==> src/rtl/uart_xmtr_fifo.sv <==
// uart_xmtr_fifo: FIFO-buffered UART transmitter.
// Words pushed from the register side are queued, then sent as
// start + WD_SIZE data bits (LSB first) + optional parity + 1/2 stop bits.
// Optional parity support is compiled in with the UART_XMTR_PARITY_EN macro.
module uart_xmtr_fifo #(
    parameter int WD_SIZE = 8,
    parameter int FIFO_AW = 4,
    parameter int DIV_W   = 16
) (
    input  logic               clk,
    input  logic               rst,
    input  logic [WD_SIZE-1:0] bus_data_i,
    input  logic               load_xmt_i,
    input  logic [DIV_W-1:0]   baud_div_i,
    input  logic               stop2_i,
    input  logic               par_en_i,
    input  logic               par_odd_i,
    output logic               seri_data_o,
    output logic               busy_o,
    output logic               full_o,
    output logic               empty_o,
    output logic [FIFO_AW:0]   level_o,
    output logic               ovf_o
);

    localparam int DEPTH = 2 ** FIFO_AW;
    localparam int LVL_W = FIFO_AW + 1;
    localparam int BIT_W = $clog2(WD_SIZE);
    localparam logic [LVL_W-1:0] DEPTH_L  = LVL_W'(DEPTH);
    localparam logic [BIT_W-1:0] LAST_BIT = BIT_W'(WD_SIZE - 1);

    typedef enum logic [2:0] {
        S_IDLE   = 3'd0,
        S_START  = 3'd1,
        S_DATA   = 3'd2,
`ifdef UART_XMTR_PARITY_EN
        S_PARITY = 3'd3,
`endif
        S_STOP   = 3'd4
    } state_t;

`ifdef UART_XMTR_PARITY_EN
    // Even parity is the XOR of the data bits; odd parity inverts it.
    function automatic logic parity_bit(input logic [WD_SIZE-1:0] d, input logic odd);
        return (^d) ^ odd;
    endfunction
`endif

    // FIFO storage and bookkeeping
    logic [WD_SIZE-1:0] mem_q [DEPTH];
    logic [FIFO_AW-1:0] wr_ptr_q, wr_ptr_d;
    logic [FIFO_AW-1:0] rd_ptr_q, rd_ptr_d;
    logic [LVL_W-1:0]   level_q, level_d;
    logic               ovf_q, ovf_d;
    logic               push, pop;

    // Transmit engine
    state_t             state_q, state_d;
    logic [DIV_W-1:0]   cnt_q, cnt_d;
    logic [BIT_W-1:0]   bit_q, bit_d;
    logic [WD_SIZE-1:0] sh_q, sh_d;
    logic [DIV_W-1:0]   div_q, div_d;
    logic               stop2_q, stop2_d;
    logic               seri_q, seri_d;
    logic               busy_q, busy_d;
    logic               tick;
    logic               load_frame;
`ifdef UART_XMTR_PARITY_EN
    logic               par_en_q, par_en_d;
    logic               par_q, par_d;
`else
    logic               unused_par_cfg;
    assign unused_par_cfg = par_en_i ^ par_odd_i;
`endif

    assign full_o      = (level_q == DEPTH_L);
    assign empty_o     = (level_q == '0);
    assign level_o     = level_q;
    assign ovf_o       = ovf_q;
    assign seri_data_o = seri_q;
    assign busy_o      = busy_q;

    // A push is judged against the registered full flag, so a push at full is dropped even if a pop happens
    assign push = load_xmt_i & ~full_o;

    // FIFO pointer, level and overflow next-state
    always_comb begin
        wr_ptr_d = wr_ptr_q + FIFO_AW'(push);
        rd_ptr_d = rd_ptr_q + FIFO_AW'(pop);
        level_d  = level_q + LVL_W'(push) - LVL_W'(pop);
        ovf_d    = load_xmt_i & full_o;
    end

    // Frame sequencer: baud timing, bit counting, pop and config latch
    always_comb begin
        state_d    = state_q;
        cnt_d      = cnt_q;
        bit_d      = bit_q;
        sh_d       = sh_q;
        div_d      = div_q;
        stop2_d    = stop2_q;
        pop        = 1'b0;
        load_frame = 1'b0;
`ifdef UART_XMTR_PARITY_EN
        par_en_d   = par_en_q;
        par_d      = par_q;
`endif
        tick = (cnt_q == div_q);
        if (state_q != S_IDLE) begin
            cnt_d = tick ? '0 : cnt_q + DIV_W'(1);
        end
        case (state_q)
            S_IDLE: begin
                if (!empty_o) load_frame = 1'b1;
            end
            S_START: begin
                if (tick) begin
                    state_d = S_DATA;
                    bit_d   = '0;
                end
            end
            S_DATA: begin
                if (tick) begin
                    sh_d = sh_q >> 1;
                    if (bit_q == LAST_BIT) begin
`ifdef UART_XMTR_PARITY_EN
                        state_d = par_en_q ? S_PARITY : S_STOP;
`else
                        state_d = S_STOP;
`endif
                        bit_d = '0;
                    end else begin
                        bit_d = bit_q + BIT_W'(1);
                    end
                end
            end
`ifdef UART_XMTR_PARITY_EN
            S_PARITY: begin
                if (tick) begin
                    state_d = S_STOP;
                    bit_d   = '0;
                end
            end
`endif
            S_STOP: begin
                // bit_q counts stop bits here; a waiting word starts with no idle gap
                if (tick) begin
                    if (stop2_q && (bit_q == '0)) begin
                        bit_d = BIT_W'(1);
                    end else if (!empty_o) begin
                        load_frame = 1'b1;
                    end else begin
                        state_d = S_IDLE;
                    end
                end
            end
            default: begin
                state_d = S_IDLE;
            end
        endcase
        if (load_frame) begin
            pop     = 1'b1;
            state_d = S_START;
            cnt_d   = '0;
            bit_d   = '0;
            sh_d    = mem_q[rd_ptr_q];
            div_d   = baud_div_i;
            stop2_d = stop2_i;
`ifdef UART_XMTR_PARITY_EN
            par_en_d = par_en_i;
            par_d    = parity_bit(mem_q[rd_ptr_q], par_odd_i);
`endif
        end
    end

    // Line level and busy flag, registered one cycle behind the sequencer state
    always_comb begin
        seri_d = 1'b1;
        busy_d = (state_q != S_IDLE);
        case (state_q)
            S_START:  seri_d = 1'b0;
            S_DATA:   seri_d = sh_q[0];
`ifdef UART_XMTR_PARITY_EN
            S_PARITY: seri_d = par_q;
`endif
            default:  seri_d = 1'b1;
        endcase
    end

    // Control registers with synchronous reset
    always_ff @(posedge clk) begin
        if (rst) begin
            state_q  <= S_IDLE;
            cnt_q    <= '0;
            bit_q    <= '0;
            wr_ptr_q <= '0;
            rd_ptr_q <= '0;
            level_q  <= '0;
            ovf_q    <= 1'b0;
            seri_q   <= 1'b1;
            busy_q   <= 1'b0;
        end else begin
            state_q  <= state_d;
            cnt_q    <= cnt_d;
            bit_q    <= bit_d;
            wr_ptr_q <= wr_ptr_d;
            rd_ptr_q <= rd_ptr_d;
            level_q  <= level_d;
            ovf_q    <= ovf_d;
            seri_q   <= seri_d;
            busy_q   <= busy_d;
        end
    end

    // Datapath registers: FIFO storage, shifter and latched frame config
    always_ff @(posedge clk) begin
        if (push) mem_q[wr_ptr_q] <= bus_data_i;
        sh_q    <= sh_d;
        div_q   <= div_d;
        stop2_q <= stop2_d;
`ifdef UART_XMTR_PARITY_EN
        par_en_q <= par_en_d;
        par_q    <= par_d;
`endif
    end

endmodule

==> config.mk <==
export PLATFORM = sky130hd
export DESIGN_NAME = uart_xmtr_fifo
export DESIGN_NICKNAME = d
export VERILOG_FILES = /design/src/rtl/uart_xmtr_fifo.sv
export SDC_FILE = /design/constraint.sdc
export NUM_CORES = 1
export LEC_CHECK = 0
export ABC_AREA = 1
export ABC_CLOCK_PERIOD_IN_PS = 5900
export CORE_MARGIN = 1
export CORE_UTILIZATION = 40
export CTS_CLUSTER_SIZE = 25
export DETAILED_ROUTE_END_ITERATION = 12
export MAX_ROUTING_LAYER = met4
export PLACE_DENSITY_LB_ADDON = 0.15
export SYNTH_ARGS = -nofsm -noshare
export SYNTH_HDL_FRONTEND = slang
export SYNTH_SLANG_ARGS = --single-unit
export TNS_END_PERCENT = 30
==> constraint.sdc <==
create_clock -name clk -period 5.9 [get_ports clk]
set_input_delay 1.18 -clock clk [delete_from_list [all_inputs] [get_ports clk]]
set_output_delay 1.18 -clock clk [all_outputs]
set_load 0.05 [all_outputs]
After elaboration in Yosys (flattened, before gate mapping). Memory sizes are Yosys's and may differ from the RTL's. A register that Yosys moved wholly into a read port is not among the register bits. Cells that the tools add are included. W data, S select, Z words.

Register bits after elaboration: 63. Latch bits: 0. RAM bits: 128. Memory bits (read-only): 0. Bits of input ports: 30. Output and inout port bits: 10. Word-level logic and storage cells: 84. Memories: 1.

$add $sub $neg: 6. Multipliers: 0. Divide/modulo/power cells: 0. Magnitude comparators: 0. Equality and inequality tests: 20. Shift operators: 0. Muxes and demuxes: 27. Bitwise gates (word level): 4. Reductions and logical operators: 13.

Memories: mem_q (depth 16, width 8, read ports 1, clocked after Yosys merged registers in 1, write ports 1, RTL line 50) `logic [WD_SIZE-1:0] mem_q [DEPTH];`.

Operators with widths (number): $mux W3 (11); $mux W8 (3); $ne A3 B3 Y1 const B (6); $add A16 B1 Y16 const B (1); $eq A16 B16 Y1 (1); $mux W16 (1); $ne A2 B2 Y1 const B (8); $reduce_and A7 Y1 (2); $pmux W3 S4 (1); $pmux W3 S3 (1); $add A4 B1 Y4 (2); $mux W1 (7); $eq A3 B3 Y1 const B (2); $logic_not A3 Y1 (2); $reduce_bool A3 Y1 (2); $add A5 B1 Y5 (1); $eq A5 B5 Y1 const B (1); $logic_not A5 Y1 (1); $reduce_and A5 Y1 (1); $sub A5 B1 Y5 (1); $mux W4 (1); $pmux W1 S2 (2); $reduce_bool A2 Y1 (2); $add A3 B1 Y3 const B (1); other kinds (7) (9).

Logic depth before layout (Yosys ltp).
Depth in word-level cells: 8. Mapped depth: 19. Depth with buffers taken out: 18.

Worst setup path before layout. No wires, ideal clock.

Path kind: register -> register. Start point: register level_q[2], in the netlist level_o[2]. End point: register level_q[4], in the netlist level_o[4]. Setup time: 128 ps. Arrival time: 2771 ps. Required time: 5772 ps. Path slack: 3000 ps. Stages on the path, launching flop included: 18. Clock period less this slack: 2900 ps. Path through: dfxtp_1 inv_1 ha_1 nand4_1 nand2_1 inv_1 nand4_1 nand2_2 buf_6 nand2_2 nand2_1 ha_1 inv_1 fa_1 nor3_1 a211oi_1 o21ai_0 a21oi_1.

Word-level cells in the longest chain between the ends: 7. Elaborated cells between the ends (all ways): 11. Classes of those cells: 2 x add/sub; 1 x eq/ne; 5 x mux; 2 x bitwise; 1 x reduce/logical.

RTL lines: start: declaration (RTL line 53) `logic [LVL_W-1:0] level_q, level_d;`; start signal: assignment (RTL line 208) `level_q <= level_d;`; $logic_not A5 Y1 (*) (RTL line 77) `assign empty_o = (level_q == '0);`; $mux W1 (*) (RTL line 114, 150); $mux W1 (RTL line 148) `if (stop2_q && (bit_q == '0)) begin`; $mux W1 (RTL line 147) `if (tick) begin`; $pmux W1 S2 (*) (RTL line 112) `case (state_q)`; net load_frame (RTL line 67) `logic load_frame;`; $mux W1 (*) (RTL line 161) `if (load_frame) begin`; $sub A5 B1 Y5 (*) (RTL line 90) `level_d = level_q + LVL_W'(push) - LVL_W'(pop);`.

Mark *: on every way through the listed nets, which the timed path passes. The rest lies on a longest branch. A chain may end at the register's enable or synchronous reset.

Final worst setup path.
Start point: register level_q[2], in the netlist level_o[2]. End point: register level_q[4], in the netlist level_o[4].

Word-level cells in the longest chain between the ends: 7. Elaborated cells between the ends (all ways): 11. Classes of those cells: 2 x add/sub; 1 x eq/ne; 5 x mux; 2 x bitwise; 1 x reduce/logical.

RTL lines (RTL line): branches (longest 6 deep; another with $add A5 B1 Y5); $sub A5 B1 Y5 (*) (90).

Mark *: on every way between the ends.

==> reports/results.txt <==
The run finished with clean final reports. After detailed routing, the number of vias per cell comes to 4.98. In this run the tightest slew margin relative to its limit is 23.8%.

The maximum number of pins on one net before global-route repair was 75; the upper clock frequency limit was 294 MHz. Number of antenna violations at the first check in global routing: 0. The largest individual stage delay along the critical path comes from the cell inv_1. The latest clock arrival within the worst-skew pair was 430 ps. Across the VDD grid, the largest voltage drop is 0.286 mV. The floorplan has 51 rows. For this run, the leading register cell type out of synthesis is edfxtp_1. Setup repair after global routing left no endpoint under its margin. The tools report the initial core utilization as 41.4%.

The first global-routing pass estimated 28400 um of wire. Gates resized during post-CTS repair numbered 0. Data on the critical path is required at its endpoint by 6210 ps.

After synthesis the cells add up to 0.00819 mm^2. The run gives 18.3% as the global-route usage over all layers. The die extent in x works out to 145 um.

Power density relative to cell area: 448 mW/mm^2. After detailed routing, the number of remaining DRC violations is 0. The count of yosys warnings during synthesis was 0. The count of nets left with antenna violations once routing finished came out at 0. For this block, the routed nets add up to 17900 um of wire. Count of flip-flops with a built-in enable after synthesis: 153.

The number of hold buffers added after CTS was 0. The endpoint arrival time on the critical path was 3720 ps. The clock transition time at the flip-flop clock pins of the worst setup and hold paths works out to 80 ps. In this run the number of H-tree levels came out at 4.

The post-route netlist has 7.51% of its cells at a drive strength greater than 1. After synthesis, the share of flip-flops with an asynchronous set or reset is 0%. In the final timing run, aggregate negative setup slack is 0 ps. The number of distinct library cells after synthesis is 39, and the weighted congestion reported at the end of routability-driven placement is 0.870.

The number of register bits inferred by synthesis was 191. The hold violation count in the final report is 0, and the final setup violation count is 0. On the worst path, the slowest cell contributes a delay of 480 ps. Number of I/O port buffers: 37. For this run, the number of standard cells in the final layout without fillers is 1091. Static leakage: 0.00343 uW. The logs give 858 for the layout net count and 16.4 ps for the clock skew after layout. The number of inserted diodes was 0. Max-cap violations in this run came to 0. The die covers 0.0211 mm^2. The worst hold slack across all endpoints is 481 ps.

The placed cell count was 1060; the final cycle utilization of the critical path was 57.7%. The via count of the first global-routing pass was 5251; the final critical-path required period was 3400 ps. Counting every net in the synthesized netlist gives 825. The count of mapped cells out of synthesis was 781; the sum of overflow across all layers after global routing was 0. 40 I/O pins were placed.

The root buffer cell chosen for the clock tree is clkbuf_16. Cells fill 47.4% of the core in the end. The routed layout has 5434 vias. Post-synthesis to final-layout area growth: 14.5%.

The run gives 65.4% as the sequential-to-total area share from yosys stat. The signal on the critical path passes through inv_1, ha_1, nand4_1, nand2_1, inv_1, nand4_1, nand2_2, inv_1, nand2_1, nand2_1, ha_1, inv_1, fa_1, nor3_1, a211oi_1, o21ai_0, a21oi_1. Counting the buffers created by CTS gives 17.

Post-CTS timing repair inserted 0 buffers for setup. The detail-routed net length per standard cell works out to 16.4 um. The region available for standard cell placement spans 0.0198 mm^2. The tools report the iteration-0 DRC count of the detailed router as 400. Counting along the longest clock path gives a buffer depth of 2. Type of the worst setup path: reg -> reg. The first detailed-routing pass ran for 4 iterations. The biggest fanout along the worst timing path was 29. The overall die height came out at 145 um. Cell repeated most along the worst path: inv_1.

STA classifies the critical path startpoint as a flop. For the pin with the worst max-slew slack, the measured transition is 1130 ps. The worst min-delay path category is reg -> reg. The kind of capture point of the worst setup path is a flop. TritonCTS built the clock tree.

The clock drives 191 sinks. The final number of max-transition violations is 0, and the mean cell area of the mapped netlist is 10.5 um^2. The wire-length estimate of the detail-placed layout is 11400 um.
[logic make-up after synthesis]
logic type | after synthesis | share of synthesized area, %
AOI/OAI and AO/OA | 111 | 7.97
xor gates and xnor gates | 10 | 1.07
adders and majority gates | 14 | 2.23
buffers and inverters | 113 | 5.64
DFF | 191 | 65.4
and+or+nand+nor | 342 | 17.7
[synthesized netlist by cell type (7+ instances only)]
| cell | n | area (um^2) |
|---|---|---|
| inv_1 | 80 | 300 |
| o211ai_1 | 12 | 90.1 |
| dfxtp_1 | 38 | 761 |
| o221ai_1 | 9 | 78.8 |
| nor2_1 | 117 | 439 |
| xor2_1 | 8 | 70.1 |
| a21oi_1 | 15 | 75.1 |
| nand2_2 | 7 | 43.8 |
| edfxtp_1 | 153 | 4590 |
| clkbuf_1 | 15 | 56.3 |
| nand2_1 | 157 | 589 |
| nand3_1 | 29 | 145 |
| o21ai_0 | 60 | 300 |
| ha_1 | 13 | 163 |
| nand4_1 | 12 | 75.1 |
[placed cells by master (no fill, tap or decap), types with 8 or more instances in the layout]
master | Yosys | layout
dfxtp_1 | 38 | 37
edfxtp_1 | 153 | 153
inv_1 | 80 | 80
nand3_1 | 29 | 29
o21ai_0 | 60 | 60
nor2_1 | 117 | 117
a21oi_1 | 15 | 15
clkbuf_16 | 0 | 17
o211ai_1 | 12 | 12
nand4_1 | 12 | 12
xor2_1 | 8 | 8
nand2_1 | 157 | 157
o221ai_1 | 9 | 9
clkdlybuf4s50_1 | 0 | 37
ha_1 | 13 | 13
[critical path: cells and delay by family, from the launching register on]
kind,cells,cell delay (ps)
fa+ha+maj,3,720
flops,1,330
compound gates,3,280
simple gates,7,1270
buf+inv,4,670
[stage by stage]
step / setup slack, ps / total power (uW) / area [um^2]
floorplan: 3000 / 2740 / 8190
detailed placement: 2500 / 3080 / 8780
global placement: 2560 / 3050 / 8780
finish: 2500 / 4200 / 9380
CTS: 2450 / 4240 / 9380
global route: 2160 / 4460 / 9380
[path summary, 6_finish.rpt]
| path | cells past startpoint | slack, ps | to | start |
|---|---|---|---|---|
| min | 2 | 480 | cnt_q[14] | cnt_q[14] |
| max | 17 | 2500 | level_o[4] | level_o[2] |
| max reg2reg | 17 | 2500 | level_o[4] | level_o[2] |
| min reg2reg | 2 | 480 | cnt_q[14] | cnt_q[14] |
[layer usage]
layer	up-vias	wire, um	GRT usage (%)
met5	-	0	-
met4	0	317	6.26
met3	20	641	3.36
met2	105	8820	30.1
met1	2600	8090	22.8
li1	2709	-	-
[state kept, by name (all words and copies together), names as in the netlist]
register     flops
busy_o           1
mem_q          128
stop2_q          1
rd_ptr_q         4
cnt_q           16
seri_data_o      1
level_o          5
sh_q             8
bit_q            3
wr_ptr_q         4
ovf_o            1
state_q          3
div_q           16
[where the power goes]
group / internal (uW) / leakage (uW) / switching, uW
Combinational: 379 / 0.00143 / 895
Sequential: 1690 / 0.00171 / 84.2
Clock: 604 / 0.000292 / 548
Total: 2670 / 0.00343 / 1530
[final cells by class]
class | instances | area, um^2
Sequential cell | 191 | 5360
Fill cell | 1819 | 10400
Clock inverter | 14 | 170
Multi-Input combinational cell | 477 | 2370
Clock buffer | 17 | 425
Inverter | 87 | 327
Timing Repair Buffer | 40 | 393
Tap cell | 265 | 332
No activity file was read; power rests on OpenSTA's default activity.
